--- config.mk ---
export PLATFORM = sky130hd
export DESIGN_NAME = fwd_hazard_unit
export DESIGN_NICKNAME = d
export VERILOG_FILES = /design/src/rtl/fwd_hazard_unit.sv
export SDC_FILE = /design/constraint.sdc
export NUM_CORES = 1
export LEC_CHECK = 0
export ABC_AREA = 1
export CORE_MARGIN = 2
export CORE_UTILIZATION = 37
export CTS_CLUSTER_DIAMETER = 120
export DETAILED_ROUTE_END_ITERATION = 12
export GPL_TIMING_DRIVEN = 0
export PLACE_DENSITY = 0.87
export SLEW_MARGIN = 10
export SYNTH_ARGS = -nofsm -noshare
export SYNTH_HDL_FRONTEND = slang
export SYNTH_SLANG_ARGS = --single-unit
--- constraint.sdc ---
create_clock -name clk -period 2.15 [get_ports clk]
set_clock_uncertainty 0.2 [all_clocks]
set_input_delay 0.43 -clock clk [delete_from_list [all_inputs] [get_ports clk]]
set_output_delay 0.43 -clock clk [all_outputs]
set_load 0.03 [all_outputs]
--- src/rtl/fwd_hazard_unit.sv ---
// ============================================================================
// Module   : fwd_hazard_unit
// Brief    : EX-stage operand forwarding, load-use / MDU stall generation and
//            a single-entry scoreboard for one in-flight multi-cycle MDU op.
//            Optional perf counters are enabled by defining FWD_PERF_CNT_EN.
// Revision : 1.0 - initial release
// ============================================================================
`default_nettype none

module fwd_hazard_unit #(
  parameter int ADDR_W  = 5,
  parameter int NUM_SRC = 2,
  parameter int NUM_FWD = 2,
  parameter int MDU_LAT = 4,   // must exceed NUM_FWD
  parameter int SEL_W   = $clog2(NUM_FWD + 2)
) (
  input  logic                        clk,
  input  logic                        rst,
  input  logic [NUM_SRC*ADDR_W-1:0]   src_addr_ex,
  input  logic [NUM_SRC*ADDR_W-1:0]   src_addr_id,
  input  logic [NUM_SRC-1:0]          src_used_id,
  input  logic                        dst_wr_id,
  input  logic [ADDR_W-1:0]           dst_addr_id,
  input  logic                        mdu_op_id,
  input  logic [NUM_FWD-1:0]          stg_wr,
  input  logic [NUM_FWD*ADDR_W-1:0]   stg_addr,
  input  logic                        load_ex,
  input  logic [ADDR_W-1:0]           load_addr_ex,
  input  logic                        mdu_start,
  input  logic [ADDR_W-1:0]           mdu_dst,
  output logic [NUM_SRC*SEL_W-1:0]    fwd_sel,
  output logic                        stall_id,
  output logic                        mdu_busy,
  output logic                        mdu_wb,
  output logic [ADDR_W-1:0]           mdu_wb_addr,
  output logic                        mdu_err,
  output logic [31:0]                 stall_cnt,
  output logic [31:0]                 fwd_cnt
);

  localparam int                CNT_W    = (MDU_LAT > 2) ? $clog2(MDU_LAT) : 1;
  localparam logic [CNT_W-1:0]  CNT_INIT = CNT_W'(MDU_LAT - 1);
  localparam logic [SEL_W-1:0]  SEL_MDU  = SEL_W'(NUM_FWD + 1);

  typedef enum logic [0:0] {
    ST_IDLE = 1'b0,
    ST_BUSY = 1'b1
  } mdu_state_e;

  mdu_state_e         state_q, state_d;
  logic [CNT_W-1:0]   cnt_q, cnt_d;
  logic [ADDR_W-1:0]  pend_q, pend_d;
  logic               err_q, err_d;
  logic               wb_now;

  // ---------------------------------------------------------------- MDU FSM
  always_comb begin
    state_d = state_q;
    cnt_d   = cnt_q;
    pend_d  = pend_q;
    err_d   = err_q;
    wb_now  = 1'b0;
    case (state_q)
      ST_IDLE: begin
        if (mdu_start) begin
          state_d = ST_BUSY;
          cnt_d   = CNT_INIT;
          pend_d  = mdu_dst;
        end
      end
      ST_BUSY: begin
        if (cnt_q == '0) begin
          wb_now = 1'b1;
          // Back-to-back issue is legal in the write-back cycle.
          if (mdu_start) begin
            cnt_d  = CNT_INIT;
            pend_d = mdu_dst;
          end else begin
            state_d = ST_IDLE;
          end
        end else begin
          cnt_d = cnt_q - 1'b1;
          if (mdu_start) begin
            err_d = 1'b1;
          end
        end
      end
      default: state_d = ST_IDLE;
    endcase
  end

  always_ff @(posedge clk) begin
    if (rst) begin
      state_q <= ST_IDLE;
      cnt_q   <= '0;
      pend_q  <= '0;
      err_q   <= 1'b0;
    end else begin
      state_q <= state_d;
      cnt_q   <= cnt_d;
      pend_q  <= pend_d;
      err_q   <= err_d;
    end
  end

  assign mdu_busy    = (state_q == ST_BUSY);
  assign mdu_wb      = wb_now;
  assign mdu_wb_addr = wb_now ? pend_q : '0;
  assign mdu_err     = err_q;

  // ------------------------------------------------------------- forwarding
  generate
    for (genvar p = 0; p < NUM_SRC; p++) begin : g_fwd_port
      logic [ADDR_W-1:0] ex_src;
      logic [SEL_W-1:0]  sel;

      assign ex_src = src_addr_ex[p*ADDR_W +: ADDR_W];

      // Scan oldest to youngest so the youngest matching stage overwrites.
      always_comb begin
        sel = '0;
        for (int k = NUM_FWD - 1; k >= 0; k--) begin
          if (stg_wr[k] && (stg_addr[k*ADDR_W +: ADDR_W] == ex_src)) begin
            sel = SEL_W'(k + 1);
          end
        end
        if (wb_now && (pend_q == ex_src)) begin
          sel = SEL_MDU;
        end
        if (ex_src == '0) begin
          sel = '0;
        end
      end

      assign fwd_sel[p*SEL_W +: SEL_W] = sel;
    end
  endgenerate

  // ---------------------------------------------------------------- hazards
  logic [NUM_SRC-1:0] load_hit;
  logic [NUM_SRC-1:0] pend_hit;

  generate
    for (genvar p = 0; p < NUM_SRC; p++) begin : g_id_port
      logic [ADDR_W-1:0] id_src;
      assign id_src      = src_addr_id[p*ADDR_W +: ADDR_W];
      assign load_hit[p] = src_used_id[p] && (id_src == load_addr_ex);
      assign pend_hit[p] = src_used_id[p] && (id_src == pend_q);
    end
  endgenerate

  logic load_stall;
  logic mdu_stall;
  logic pend_nz;

  assign pend_nz    = (pend_q != '0);
  assign load_stall = load_ex && (load_addr_ex != '0) && (|load_hit);
  // The dependent instruction is released in the write-back cycle and reads
  // the register file once it reaches EX.
  assign mdu_stall  = mdu_busy && !wb_now &&
                      ((pend_nz && (|pend_hit)) ||
                       (dst_wr_id && pend_nz && (dst_addr_id == pend_q)) ||
                       mdu_op_id);
  assign stall_id   = load_stall || mdu_stall;

  // ----------------------------------------------------------- perf counters
`ifdef FWD_PERF_CNT_EN
  logic [31:0] stall_cnt_q, stall_cnt_d;
  logic [31:0] fwd_cnt_q, fwd_cnt_d;
  logic        any_fwd;

  assign any_fwd = |fwd_sel;

  always_comb begin
    stall_cnt_d = stall_cnt_q;
    fwd_cnt_d   = fwd_cnt_q;
    if (stall_id && (stall_cnt_q != 32'hFFFF_FFFF)) begin
      stall_cnt_d = stall_cnt_q + 32'd1;
    end
    if (any_fwd && (fwd_cnt_q != 32'hFFFF_FFFF)) begin
      fwd_cnt_d = fwd_cnt_q + 32'd1;
    end
  end

  always_ff @(posedge clk) begin
    if (rst) begin
      stall_cnt_q <= '0;
      fwd_cnt_q   <= '0;
    end else begin
      stall_cnt_q <= stall_cnt_d;
      fwd_cnt_q   <= fwd_cnt_d;
    end
  end

  assign stall_cnt = stall_cnt_q;
  assign fwd_cnt   = fwd_cnt_q;
`else
  assign stall_cnt = '0;
  assign fwd_cnt   = '0;
`endif

endmodule

`default_nettype wire

# After elaboration in Yosys (flattened, before gate mapping)
# Index checks and enable logic that the tools add are counted.
[totals]
regBits = 9
in_bits = 55
wordCells = 68
[op_classes]
addsub = 1
eq_ne = 12
mux = 20
bitwise = 2
n_reduce_logical = 29
[op_table]
columns = ["operator", "n"]
rows = [
  ["5-bit == test", 11],
  ["2-bit 2-to-1 mux", 10],
  ["1-bit logical AND", 17],
  ["5-bit 2-to-1 mux", 3],
  ["5-bit zero test", 2],
  ["5-bit one-hot mux with 2 select lines", 1],
  ["5-bit nonzero test", 2],
  ["1-bit 2-to-1 mux", 4],
  ["2-bit one-hot mux with 2 select lines", 1],
  ["2-bit OR reduction", 2],
  ["1-bit logical OR", 3],
  ["3-bit AND reduction", 1],
  ["2-bit zero test", 1],
  ["2-bit by 1-bit != test with 1-bit output (second input constant)", 1],
  ["1-bit inverter", 2],
  ["1-bit one-hot mux with 2 select lines", 1],
  ["2-bit by 1-bit subtractor with 2-bit output (second input constant)", 1],
  ["1-bit zero test", 1],
]

# Depth between registers and ports, before layout
# Gate-level depths: netlist (run 1).
[depth]
word_depth = 8
depth_mapped = 11
ltp_nobuf = 10

# Worst setup path after synthesis (run 1)
# No wires, ideal clock.
[synth_path]
kind = "reg2out"
startpoint = "register state_q (netlist: mdu_busy)"
endpoint = "output port fwd_sel[1]"
arrival_ps = 1550
setup_slack_ps = -30
stages_incl_launch_ff = 5
path_cell_list = "dfxtp_1 nand2_1 inv_2 nand4_1 a21oi_1"
[synth_between]
elab_chain_len = 4
[synth_lines]
columns = ["element", "line_no", "text"]
rows = [
  ["start: declaration", "50", "mdu_state_e state_q, state_d;"],
  ["start signal: assignment", "99", "state_q <= state_d;"],
  ["1-bit 2-to-1 mux", "63", "case (state_q)"],
  ["named net mdu_wb", "34", "output logic mdu_wb,"],
  ["1-bit logical AND", "127", "if (wb_now && (pend_q == ex_src)) begin"],
  ["2-bit 2-to-1 mux", "127", ""],
  ["2-bit 2-to-1 mux", "130", "if (ex_src == '0) begin"],
  ["end: declaration", "31", "output logic [NUM_SRC*SEL_W-1:0] fwd_sel,"],
]
# The timed path passes the listed nets, and every way through them passes these cells.

# Worst setup path after layout (run 1)
[layout_path]
startpoint = "input port stg_addr[0]"
endpoint = "output port fwd_sel[0]"
[layout_between]
elab_chain_len = 5
[layout_lines]
columns = ["element", "line_no", "text"]
rows = [
  ["start: declaration", "26", "input logic [NUM_FWD*ADDR_W-1:0] stg_addr,"],
  ["5-bit == test", "123", "if (stg_wr[k] && (stg_addr[k*ADDR_W +: ADDR_W] == ex_src)) begin"],
  ["1-bit logical AND", "123", ""],
  ["2-bit 2-to-1 mux", "123", ""],
  ["2-bit 2-to-1 mux", "127", ""],
  ["2-bit 2-to-1 mux", "130", ""],
]
# No other way between the ends.

==> reports/metrics.csv, run 1 <==
metric;value;unit
Logic pwr share;61.6;%
sequential area share after synthesis;10.3;%
Max Buffers Root-to-Sink;2;
share of cells above drive strength 1;33.3;%
Ys Warns;0;
clock root buffer;clkbuf_8;
Vias;2212;
Skew-Pair Late Insertion Delay;240;ps
Pleak;1.66;nW
first-pass GRT wire length;7910;µm
register bit total from synthesis;9;
DR DRC count;0;
Via density;4.42;
Main synth FF type;dfxtp_1;
synthesized cell area;1760;µm²
largest net degree at the start of global routing;11;
Avg Cell Area, Syn;5.77;µm²
CP max FO;4;
DIE AREA;5310;µm²
min setup slack post-route;-50.6;ps
maximum VDD drop;0.000321;V
Initial Util;37.7;%
sw power;0.477;mW
max-slew violations;0;
period utilisation layout;102;%
Final nets;503;
Hold Fails Final Rpt;0;
Port Buffers;66;
initial antenna violation count;0;
Tmin final;2200;ps
area delta synth->final;66.7;%
RSZ-0062 raised after global routing;yes;
Die Ht;72.9;µm
Total GRT Usage;18.4;%
critical path type;primary input to output pin;
WL/cell;11.3;µm
pwr dens;360;nW/µm²
kind of start point of the critical path;primary input;
asr flop ratio synth;0;%
Max Freq;0.454;GHz
total gr overflow;0;
Flop pwr share;19.4;%
Post-Synthesis Cells;304;
post-route ant nets;0;
hold buffers post-CTS;0;
Core ar.;4660;µm²
die width;72.9;µm
max cap viols;0;
Clock transition at path regs;40;ps
CTS tree;built;
Unique masters post-synth;23;
H-tree depth;1;
Worst EP required;1520;ps
final setup vio count;4;
Core Rows;25;
Worst Path Arrival;1570;ps
worst min-delay path category;register to register;
Clk network pwr share;19.1;%
outcome;finished with violations;
num ports;132;
Placer Congestion;0.934;
Int Power;0.576;mW
Reg2Reg Setup Slack;670;ps
vias in the first global route;1872;
hold_ws;256;ps
nature of the critical path endpoint;output pin;
HPWL Detailed;4330;µm
Routed WL;5660;µm
TritonRoute pass-1 iters;4;
ant diodes;0;
switching share of power;45.3;%
TritonCTS Buffers;3;
number of flops mapped to enable cells by yosys;0;
Iteration-0 DRC Markers;82;
failing checks;setup timing;
TNS Setup;-65.3;ps
clock sink total;9;
-- registers in the layout, summed over array words and instances, names as in the netlist --
name and flops:
mdu_busy 1, pend_q 5, cnt_q 2, mdu_err 1
-- cells in the mapped netlist (all sizes together), types with 8 or more instances --
master  count  area share (%)
buf        67              29
nand2      61              13
nand3      12             3.4
xor2        8             4.0
a21oi      14             4.0
inv        44             9.4
dfxtp       9              10
o21ai       9             2.6
nor2       40             9.4
o22ai      10             3.6
xnor2       8             4.0
-- cell usage in the layout, fill, tap and decap left out, drive strengths merged, types with 3 or more instances in the layout --
master,netlist,final
buf,67,86
conb,1,64
nand2,61,61
inv,44,44
nor2,40,40
dlygate4sd2,0,29
a21oi,14,14
clkbuf,1,13
clkdlybuf4s50,0,12
nand3,12,12
o22ai,10,10
o21ai,9,9
dfxtp,9,9
xnor2,8,8
xor2,8,8
clkdlybuf4s15,0,8
nand4,5,5
a211oi,5,5
nor3,5,5
o211ai,3,3
-- final timing paths --
path,to,startpoint,cells after the start
worst max-delay path,fwd_sel[0],stg_addr[0],7
worst min-delay path,mdu_err$_SDFFE_PP0P_,mdu_err$_SDFFE_PP0P_,2
worst max register to register,pend_q[2]$_SDFFE_PP0P_,mdu_busy$_SDFF_PP0_,6
worst min register to register,mdu_err$_SDFFE_PP0P_,mdu_err$_SDFFE_PP0P_,2
-- layer usage --
metal | up-vias | share of wire [%] | wire length, µm | track usage (%)
met4 | 0 | 2.0 | 114 | 5.76
met3 | 17 | 6.8 | 386 | 2.35
met2 | 115 | 53 | 3020 | 35.1
met1 | 964 | 38 | 2140 | 21.1
li1 | 1116 | - | - | -
met5 | - | 0 | 0 | 0
-- worst max-delay path: stages --
cell,delay (ps)
dlygate4sd2_1,260
o22ai_1,120
nor2_1,190
nand3_2,130
buf_6,140
a21oi_4,150
buf_6,150
-- layout make-up --
cell class,count,area [µm²]
multi-input cells,246,1250
fillers,456,1730
inverters,44,190
flip-flops and latches,9,195
plain buffers,67,510
repair buffers,77,663
well taps,54,67.6
clock buffers,4,45.0
-- logic make-up after synthesis --
| logic type | count (synthesis) | synth area share (%) |
|---|---|---|
| other | 1 | 0.214 |
| AND/OR/NAND/NOR | 124 | 29.4 |
| XOR/XNOR | 16 | 7.98 |
| flip-flops | 9 | 10.3 |
| AO/OA/AOI/OAI | 42 | 14.0 |
| buffers and inverters | 112 | 38.1 |
-- stage by stage --
stage,util (%),power [mW],setup slack (ps),instances,instance area (µm²)
floorplan,-,0.626,-29.8,367,1990
global placement,58.4,0.796,-817,487,2720
detailed placement,58.4,0.807,-811,487,2720
CTS,60.1,1.00,-9.46,496,2800
global route,62.8,1.11,-114,501,2930
finish,62.8,1.05,-50.6,501,2930
-- power groups by stage --
stage / clock network [mW] / registers (mW) / logic [mW]
5_1_grt: 0.211 / 0.205 / 0.696
3_3_place_gp: 0 / 0.196 / 0.600
6_report: 0.201 / 0.204 / 0.648
3_5_place_dp: 0 / 0.197 / 0.610
2_1_floorplan: 0 / 0.198 / 0.428
4_1_cts: 0.203 / 0.195 / 0.602
-- repair_timing --
item	CTS	global route
pin swaps	20	28
endpoints found under the setup margin	11	7
setup buffers	5	6
gates resized for setup	119	68
(Power assumes the default switching activity.)
==> inputs of run 2 (changes only) <==
Settings changed: CORE_UTILIZATION 37 to 58, DONT_BUFFER_PORTS set to 1, MAX_ROUTING_LAYER set to met4, PLACE_DENSITY 0.87 to 0.76.
Clock period 2.15 ns to 2 ns, I/O delays scaled along.
==> reports/metrics.csv, run 2 (synthesis gave the netlist of run 1 again) <==
metric;value;unit
ant diodes;0;
share of cells above drive strength 1;31.6;%
worst slew pin tran;657;ps
TNS Setup;-468;ps
Tmin final;2130;ps
WL/cell;11.3;µm
Worst EP required;1400;ps
max-slew violations;0;
RSZ-0062 raised after global routing;yes;
Reg2Reg Setup Slack;460;ps
die width;59.0;µm
largest net degree at the start of global routing;11;
Top Registers;pend_q: 5 flops, cnt_q: 2 flops;
Via density;4.62;
Max Freq;0.470;GHz
Pleak;1.33;nW
Final nets;439;
num ports;132;
initial antenna violation count;0;
nature of the critical path endpoint;output pin;
HPWL Detailed;3620;µm
Final Total Pwr;0.930;mW
total gr overflow;0;
CP cell instances;nor2_4, nand2_4, inv_8, nand4_1, a21oi_4;
Die Ht;59.0;µm
commonest non-fill, non-tap cell in the layout;buf_4;
Total GRT Usage;25.5;%
Port Buffers;0;
TritonCTS Buffers;3;
clock sink total;9;
Hold Fails Final Rpt;0;
Core ar.;2810;µm²
Slew headroom;55.9;%
CP max FO;4;
crit path max-delay cell type;dfxtp_2;
Int Power;0.491;mW
Iteration-0 DRC Markers;102;
final setup vio count;6;
DR DRC count;0;
kind of start point of the critical path;register;
vias in the first global route;1604;
outcome;finished with violations;
Initial Util;62.6;%
min setup slack post-route;-126;ps
Flop pwr share;24.1;%
area delta synth->final;31.9;%
Clock transition at path regs;60;ps
Max Buffers Root-to-Sink;2;
most frequent cells in the layout;buf_4 (75), conb_1 (64), nand2_1 (55), inv_1 (37), nor2_1 (31);
Worst Path Arrival;1530;ps
post-route ant nets;0;
sw power;0.439;mW
first-pass GRT wire length;6760;µm
fill count;211;
Core Rows;19;
Vias;1914;
critical path type;register to output pin;
period utilisation layout;106;%
Skew-Pair Late Insertion Delay;260;ps
H-tree depth;1;
flip-flop count of the largest register after layout;5;
Logic pwr share;60.7;%
CP peak stage delay;340;ps
TritonRoute pass-1 iters;4;
failing checks;setup timing;
switching share of power;47.2;%
Placer Congestion;0.945;
hold buffers post-CTS;0;
Biggest register;pend_q;
maximum VDD drop;0.000507;V
DIE AREA;3480;µm²
pwr dens;402;nW/µm²
Routed WL;4680;µm
Clk network pwr share;15.2;%
final core occ;82.5;%
clock root buffer;clkbuf_4;
max cap viols;0;
worst min-delay path category;primary input to register;
CTS tree;built;
run 2: changes by cell type in the layout (fill, tap and decap cells not counted), moves of 4 or more:
cell and change:
inv_2 -8, dlygate4sd2_1 -29, clkdlybuf4s15_1 -5, clkdlybuf4s50_1 -12
clkbuf_2 -8, inv_1 +10, a21oi_2 -4
run 2: layout make-up:
class / count / area (µm²) / area share, %
Buffer: 66 / 495 / 21.4
Clock buffer: 4 / 26.3 / 1.14
Inverter: 44 / 185 / 8.00
Multi-Input combinational cell: 246 / 1250 / 54.1
Sequential cell: 9 / 200 / 8.65
Tap cell: 31 / 38.8 / 1.68
Timing Repair Buffer: 14 / 116 / 5.03
run 2: what timing repair did:
action	4_1_cts	5_1_grt
pin swaps	12	9
endpoints found under the setup margin	10	10
setup buffers	7	7
resized for setup	39	12
cloned	0	0
run 2: through the flow:
stage | hold WS [ps] | cell area [µm²] | instances | setup WS (ps)
after global routing | 59.4 | 2310 | 414 | -168
after detailed placement | 337 | 2030 | 398 | -362
after global placement | 322 | 2030 | 398 | -340
after floorplan | 317 | 1990 | 367 | -150
final | 73.0 | 2310 | 414 | -126
after CTS | 62.6 | 2230 | 407 | -142
run 2: power by group through the flow:
stage | clock (mW) | combinational [mW] | sequential (mW)
after floorplan | 0 | 0.460 | 0.213
after global placement | 0 | 0.489 | 0.216
after detailed placement | 0 | 0.493 | 0.216
after CTS | 0.145 | 0.522 | 0.223
after global routing | 0.156 | 0.611 | 0.227
final | 0.141 | 0.564 | 0.224
run 2: metal layers:
| layer | vias to the layer above | wire, µm | track usage, % |
|---|---|---|---|
| li1 | 990 | - | - |
| met1 | 811 | 1720 | 30.0 |
| met2 | 107 | 2350 | 44.9 |
| met3 | 6 | 555 | 5.24 |
| met4 | 0 | 48 | 4.87 |
| met5 | - | 0 | - |
run 2: final timing paths:
check | startpoint | depth (start not counted) | end
max | cnt_q[1]$_SDFF_PP0_ | 5 | fwd_sel[0]
min reg2reg | cnt_q[1]$_SDFF_PP0_ | 4 | cnt_q[1]$_SDFF_PP0_
max reg2reg | cnt_q[1]$_SDFF_PP0_ | 8 | pend_q[4]$_SDFFE_PP0P_
min | mdu_start | 2 | mdu_busy$_SDFF_PP0_
run 2: worst max-delay path, delay by kind of cell, from the launching register on:
family                 cells  cell delay, ps
AO/OA/AOI/OAI              1             340
buffers and inverters      1             100
flip-flops                 1             340
AND/OR/NAND/NOR            3             470
==> inputs of run 3 (changes only) <==
Settings changed: ABC_CLOCK_PERIOD_IN_PS set to 2000.
==> results of run 3 <==
No change in the layout: final DEF, timing and power equal those of run 2.
